## config.mk

```make
export PLATFORM = sky130hd
export DESIGN_NAME = rr_handshake_arbiter
export DESIGN_NICKNAME = d
export VERILOG_FILES = /design/src/rtl/arb_pkg.sv /design/src/rtl/rr_picker.sv /design/src/rtl/rr_handshake_arbiter.sv
export SDC_FILE = /design/constraint.sdc
export NUM_CORES = 1
export LEC_CHECK = 0
export ABC_AREA = 1
export CORE_MARGIN = 2
export CORE_UTILIZATION = 35
export CTS_CLUSTER_SIZE = 14
export DETAILED_ROUTE_END_ITERATION = 7
export DONT_BUFFER_PORTS = 1
export GPL_ROUTABILITY_DRIVEN = 0
export PLACE_DENSITY_LB_ADDON = 0.2
export SLEW_MARGIN = 15
export SYNTH_ARGS = -nofsm -noshare
export SYNTH_HDL_FRONTEND = slang
export SYNTH_SLANG_ARGS = --single-unit
```

## constraint.sdc

```tcl
create_clock -name clk -period 2 [get_ports clk]
set_input_delay 0.2 -clock clk [delete_from_list [all_inputs] [get_ports clk]]
set_output_delay 0.2 -clock clk [all_outputs]
set_load 0.05 [all_outputs]
```

## src/rtl/arb_pkg.sv

```systemverilog
// Shared types and limits for the round-robin handshake arbiter family.
package arb_pkg;

    typedef enum logic [1:0] {
        ST_IDLE  = 2'd0,
        ST_START = 2'd1,
        ST_ACK   = 2'd2
    } arb_state_t;

    localparam int MAX_REQ = 16;

endpackage

```

## src/rtl/rr_picker.sv

```systemverilog
// Combinational round-robin picker.
// Rotates the request vector so that ptr sits at bit 0, takes the lowest set
// bit, then adds ptr back (mod N) to recover the absolute winner index.
module rr_picker #(
    parameter int N = 4,
    parameter int W = $clog2(N)
) (
    input  logic [N-1:0] req,
    input  logic [W-1:0] ptr,
    output logic         valid,
    output logic [W-1:0] winner
);

    logic [2*N-1:0] doubled;
    logic [N-1:0]   rotated;
    logic [W-1:0]   offset;
    logic [W:0]     sum;

    assign doubled = {req, req};
    assign rotated = doubled[ptr +: N];
    assign valid   = |req;

    // Priority-encode the rotated vector: lowest set bit is closest to ptr.
    always_comb begin
        offset = '0;
        for (int i = N - 1; i >= 0; i--) begin
            if (rotated[i]) begin
                offset = W'(i);
            end
        end
    end

    // Un-rotate with an explicit wrap so non-power-of-two N stays in range.
    always_comb begin
        sum = {1'b0, offset} + {1'b0, ptr};
        if (sum >= (W + 1)'(N)) begin
            sum = sum - (W + 1)'(N);
        end
        winner = sum[W-1:0];
    end

endmodule

```

## src/rtl/rr_handshake_arbiter.sv

```systemverilog
// Round-robin arbiter sharing one start/done resource between N_REQ
// requesters, four-phase handshake on both sides, optional done watchdog.
module rr_handshake_arbiter
    import arb_pkg::*;
#(
    parameter int N_REQ   = 4,
    parameter int TIMEOUT = 64
) (
    input  logic                     clk,
    input  logic                     reset,
    input  logic [N_REQ-1:0]         req,
    output logic [N_REQ-1:0]         ack,
    output logic [N_REQ-1:0]         gnt,
    output logic [$clog2(N_REQ)-1:0] gnt_id,
    output logic                     err,
    output logic                     res_start,
    input  logic                     res_done
);

    localparam int IDW = $clog2(N_REQ);
    localparam int WDW = (TIMEOUT > 0) ? $clog2(TIMEOUT + 1) : 1;

    localparam logic [1:0] S_IDLE  = ST_IDLE;
    localparam logic [1:0] S_START = ST_START;
    localparam logic [1:0] S_ACK   = ST_ACK;

    localparam logic [WDW-1:0] WD_LAST = (TIMEOUT > 0) ? WDW'(TIMEOUT - 1) : '0;
    localparam logic [WDW-1:0] WD_MAX  = '1;

    logic [1:0]       state;
    logic [IDW-1:0]   idx;
    logic [IDW-1:0]   ptr;
    logic [IDW-1:0]   idx_next;
    logic [WDW-1:0]   wd_cnt;
    logic [N_REQ-1:0] grant_oh;
    logic             pick_valid;
    logic [IDW-1:0]   pick_winner;

    rr_picker #(
        .N (N_REQ),
        .W (IDW)
    ) u_picker (
        .req    (req),
        .ptr    (ptr),
        .valid  (pick_valid),
        .winner (pick_winner)
    );

    assign idx_next = (idx == IDW'(N_REQ - 1)) ? '0 : idx + IDW'(1);
    assign grant_oh = N_REQ'(1) << idx;
    assign gnt_id   = idx;

    // Handshake FSM: pick a winner, hold start until done or watchdog, then
    // hold ack until both the resource and the grantee have released.
    always_ff @(posedge clk or posedge reset) begin
        if (reset) begin
            state  <= S_IDLE;
            idx    <= '0;
            ptr    <= '0;
            err    <= 1'b0;
            wd_cnt <= '0;
        end else begin
            case (state)
                S_IDLE: begin
                    if (pick_valid) begin
                        idx   <= pick_winner;
                        state <= S_START;
                    end
                end
                S_START: begin
                    if (wd_cnt != WD_MAX) begin
                        wd_cnt <= wd_cnt + WDW'(1);
                    end
                    if (res_done) begin
                        state <= S_ACK;
                        err   <= 1'b0;
                    end else if ((TIMEOUT != 0) && (wd_cnt == WD_LAST)) begin
                        state <= S_ACK;
                        err   <= 1'b1;
                    end
                end
                S_ACK: begin
                    if (!res_done && !req[idx]) begin
                        state  <= S_IDLE;
                        err    <= 1'b0;
                        wd_cnt <= '0;
                        ptr    <= idx_next;
                    end
                end
                default: begin
                    state  <= S_IDLE;
                    err    <= 1'b0;
                    wd_cnt <= '0;
                end
            endcase
        end
    end

    // Output decode from registered state and index only.
    always_comb begin
        gnt       = '0;
        ack       = '0;
        res_start = 1'b0;
        case (state)
            S_START: begin
                gnt       = grant_oh;
                res_start = 1'b1;
            end
            S_ACK: begin
                gnt = grant_oh;
                ack = grant_oh;
            end
            default: begin
                gnt       = '0;
                ack       = '0;
                res_start = 1'b0;
            end
        endcase
    end

endmodule

```

[Word-level counts from Yosys, hierarchy flattened]
Index checks and enable logic that the tools add are counted.
Storage, ports and cells
  register bits: 14
  bits in latches: 0
  bits in writable memories: 0
  bits in read-only memories: 0
  input bits: 7
  output and inout bits: 12
  memories: 0
Cells by class
  $add $sub $neg: 4
  $mul: 0
  divide/modulo/power cells: 0
  order comparisons: 2
  equality and inequality tests: 9
  shift operators: 2
  muxes and demuxes: 23
  bitwise gates (word level): 1
  reductions and logical operators: 11
Operators with widths (count)
  $pmux W7 S3: 1
  $mux W2: 10
  $mux W7: 2
  $reduce_and A3 Y1: 3
  $mux W4: 2
  $shiftx A8 B3 Y4: 1
  $add A7 B1 Y7 const B: 1
  $eq A7 B6 Y1 const B: 1
  $ne A7 B7 Y1 const B: 1
  $ne A2 B2 Y1 const B: 3
  $pmux W2 S3: 1
  $mux W1: 5
  $eq A2 B2 Y1 const B: 2
  $reduce_and A2 Y1: 2
  $reduce_or A4 Y1: 1
  $shl A1 B2 Y4 const A: 1
  $add A2 B2 Y3: 1
  $ge A3 B3 Y1 const B: 1
  $lt A2 B3 Y1 const B: 1
  $ne A3 B3 Y1 const B: 1
  $pmux W1 S3: 1
  $add A2 B1 Y2 const B: 1
  $bmux W1 S2: 1
  $eq A2 B1 Y1 const B: 1
  6 further kinds: 7

[Longest topological paths before layout]
  depth after elaboration: 8
  gate-level depth with buffers: 11

[Hierarchy]
A second synthesis with hierarchy kept.
Unflattened totals
  cells, all modules: 178
  area, all modules: 1148.6 µm²
By module, submodules not included
  rr_handshake_arbiter: times used 1, cells an instance 143, area an instance 980.9 µm²
  rr_picker: times used 1, cells an instance 35, area an instance 167.7 µm²

[Worst setup path after synthesis]
Ideal clock, no wire load.
  path type: flip-flop to flip-flop
  from: reg state[1]
  to: reg state[1]
  setup time: 0.128 ns
  data arrival time: 1.698 ns
  required time: 1.872 ns
  slack: 0.174 ns
  stages on the path, launching flop included: 10
  cell sequence: dfrtp_1 -> inv_1 -> ha_1 -> inv_1 -> nor2_1 -> o21ai_2 -> nand2_2 -> nor2_4 -> nand2_1 -> o21ai_0
Between the ends
  word-level cells in the longest chain between the ends: 3
  elaborated cells on any way between the ends: 8
Ends and longest elaborated chain
  start: declaration: RTL line rr_handshake_arbiter.sv:30  | logic [1:0] state;
  start signal: assignment: RTL line rr_handshake_arbiter.sv:57  | state <= S_IDLE;
  start signal: assignment: RTL line rr_handshake_arbiter.sv:67  | state <= S_START;
  start signal: assignment: RTL line rr_handshake_arbiter.sv:75  | state <= S_ACK;
  $eq A2 B1 Y1 (tied with other cells): RTL line rr_handshake_arbiter.sv:63  | case (state)
  $ne A3 B3 Y1 (no line) or $ne A2 B2 Y1 (tied branches)
  $reduce_and A3 Y1 (no line)
Parallel ways exist; a longest one is shown, timed or not.
A chain may end at the register's enable or synchronous reset.

[Worst setup path after layout]
  from: reg idx[0], in the netlist gnt_id[0]
  to: out ack[3]
Between the ends
  word-level cells in the longest chain between the ends: 2
Ends and longest elaborated chain
  start: declaration: RTL line rr_handshake_arbiter.sv:31  | logic [IDW-1:0] idx;
  start signal: assignment: RTL line rr_handshake_arbiter.sv:66  | idx <= pick_winner;
  $shl A1 B2 Y4: RTL line rr_handshake_arbiter.sv:50  | assign grant_oh = N_REQ'(1) << idx;
  $mux W4: RTL line rr_handshake_arbiter.sv:104  | case (state)
  end: declaration: RTL line rr_handshake_arbiter.sv:12  | output logic [N_REQ-1:0] ack,
Every way passes these cells.

==> flow_metrics.env <==
export IMPL_grt_pass1_vias=911
export IMPL_ctsLongestPathBuffers=2
export IMPL_synth_cell_types=25
export IMPL_design_area_um2=1187
export IMPL_critPathCaptureType="primary output"
export IMPL_numPortBuffers=0
export IMPL_grt_max_degree=15
export IMPL_cts_buffers=3
export IMPL_cts_clk_slew_worst_paths_ns=0.09
export IMPL_syn_num_nets=171
export IMPL_die_y_um=59.48
export IMPL_drt_iter0_drc=54
export IMPL_die_area_um2=3538
export IMPL_path_class="reg2out"
export IMPL_start_util=0.3618
export IMPL_postCtsHoldBufs=1
export IMPL_syn_area_um2=1077
export IMPL_num_vias=964
export IMPL_ys_warn_count=0
export IMPL_startpoint="gnt_id[0]$_DFFE_PP0P_"
export IMPL_antenna_found_initial=0
export IMPL_ys_ff_latch=14
export IMPL_max_slew_margin=0.6560
export IMPL_root_buffer="clkbuf_4"
export IMPL_ir_worst_vdd_mv=0.4182
export IMPL_routed_wl_mm=2.113
export IMPL_drc=0
export IMPL_diodes=0
export IMPL_ys_seq_area_frac=0.3252
export IMPL_hold_start="res_done"
export IMPL_rows=20
export IMPL_die_w_um=59.48
export IMPL_drive_gt1_frac=0.1350
export IMPL_h_tree_depth=1
export IMPL_pin_count=19
export IMPL_final_hold_viol_count=0
export IMPL_synthTopCellsByArea="dfrtp_1 33%, nand2_1 18%, ha_1 10%"
export IMPL_finalSetupTns_ns=0
export IMPL_overflow=0
export IMPL_final_cell_count_no_fill=196
export IMPL_cts_tree="built"
export IMPL_arrival_ns=1.52
export IMPL_tightestPinTransition_ns=0.5154
export IMPL_yosys_most_used_dff="dfrtp_1"
export IMPL_clock_latency_ns=0.28
export IMPL_placed_area_um2=1141
export IMPL_critPathMaxFanout=4
export IMPL_rsz0062_at_grt="false"
export IMPL_synth_top_area_share=0.3252
export IMPL_grt_total_usage=0.1396
export IMPL_coreArea_um2=2978
export IMPL_ant_nets=0
export IMPL_leakagePower_nw=0.6386
export IMPL_synth_top_area_cell="dfrtp_1"
export IMPL_vias_per_cell=4.918
export IMPL_fill_cells=308
export IMPL_cp_required_ns=1.80
export IMPL_maxCapViolations=0
export IMPL_dpl_cell_count=191
export IMPL_wl_per_cell_um=10.78
export IMPL_post_route_period_util=0.8590
export IMPL_synth_avg_cell_area_um2=6.950
export IMPL_status="complete, no violations"
export IMPL_slowest_delay_ns=0.40
export IMPL_slowest_stage="dfrtp_1"
export IMPL_synthesis_instances=155
export IMPL_ys_async_sr_fraction=1.000
export IMPL_fin_skew_ns=0.01085
export IMPL_dr_pass1_iters=4
export IMPL_period_needed_ns=1.718
export IMPL_power_density_nw_per_um2=1617
export IMPL_clkSinkCount=14
export IMPL_max_freq_mhz=582.0
export IMPL_hold_ws_ns=0.1249
export IMPL_nets=180
export IMPL_cts_setup_buffers=0
export IMPL_finalSetupViolations=0
export IMPL_grt_pass1_wl_mm=3.767
export IMPL_slew_viol_final=0
export IMPL_start_kind="flip-flop"
export IMPL_path_cells="buf_4 > ha_1 > nand2_1 > inv_1"
export IMPL_place_hpwl_mm=1.727
export IMPL_cts_resized=0
export IMPL_synth_edff_count=0
export IMPL_r2r_start="ptr[0]$_DFFE_PP0P_"
export IMPL_syn_to_final_growth_pct=10.22
export IMPL_min_path_type="in2reg"
synthesized netlist by cell type (2+ instances only):
cell and number:
nand2_1 51, inv_1 21, nand3_1 16, dfrtp_1 14
ha_1 9, nor2_1 9, o21ai_0 9, nand2_2 4
nand3b_1 2, nor2_2 2, nor3_1 2, o21ai_2 2
xnor2_1 2
metrics by stage:
step | utilization | total power [W] | worst slack (ns)
floorplan | - | 0.001503 | 0.1741
global placement | 0.3832 | 0.001715 | 0.4745
global route | 0.3987 | 0.002140 | 0.1770
CTS | 0.3987 | 0.001952 | 0.2654
finish | 0.3987 | 0.001921 | 0.2819
detailed placement | 0.3832 | 0.001738 | 0.4116
worst max-delay path, delay by kind of cell (launching register included):
family                     cells  cell delay, ns
adders and majority gates      1            0.22
DFF                            1            0.40
and+or+nand+nor                1            0.06
buffers and inverters          2            0.56
layer usage:
| metal | track usage | up-vias | wire [µm] |
|---|---|---|---|
| met3 | 0.02183 | 2 | 85 |
| met1 | 0.1770 | 438 | 1062 |
| li1 | - | 505 | - |
| met4 | 0.04870 | 0 | 12 |
| met5 | 0 | - | 0 |
| met2 | 0.2386 | 19 | 953 |
where the power goes:
group          internal (W)  switching (W)  total, W
registers          0.000369       0.000121  0.000490
logic              0.000348       0.000882   0.00123
clock network      0.000111      0.0000904  0.000201
sequential cells by signal, indices dropped and copies added (netlist names):
register	flops
ptr	2
err	1
wd_cnt	7
state	2
gnt_id	2
final timing paths:
path                                    endpoint  slack, ns  depth (start not counted)
max                                       ack[3]       0.28                          4
min                              err$_DFFE_PP0P_       0.12                          3
max reg2reg                gnt_id[0]$_DFFE_PP0P_       0.41                          9
min reg2reg                wd_cnt[1]$_DFFE_PP0P_       0.53                          2
max in group asynchronous  gnt_id[1]$_DFFE_PP0P_       1.26                          2
min in group asynchronous  wd_cnt[1]$_DFFE_PP0P_       0.38                          2
cells by family after synthesis:
| kind of cell | Yosys count | synth area share |
|---|---|---|
| flip-flops | 14 | 0.3252 |
| AO/OA/AOI/OAI | 17 | 0.09756 |
| buffers and inverters | 23 | 0.08247 |
| AND/OR/NAND/NOR | 90 | 0.3740 |
| XOR/XNOR | 2 | 0.01626 |
| adder cells (fa/ha/maj) | 9 | 0.1045 |
cell type report:
cell class / count / area [µm²] / area share
multi-input combinational: 118 / 638.1 / 0.5374
sequential: 14 / 350.3 / 0.2950
inverter: 23 / 88.84 / 0.07482
tap: 33 / 41.29 / 0.03477
clock buffer: 4 / 36.28 / 0.03056
timing repair buffer: 4 / 32.53 / 0.02740
cells in the final DEF (no fill, tap or decap), types with 3 or more instances in the layout:
| cell type | instances |
|---|---|
| ha_1 | 9 |
| nand2_1 | 51 |
| buf_4 | 3 |
| inv_1 | 21 |
| nor2_1 | 9 |
| nand3_1 | 16 |
| nand2_2 | 4 |
| dfrtp_1 | 14 |
| o21ai_0 | 9 |
| clkbuf_4 | 3 |
No activity file was read; power rests on OpenSTA's default activity.
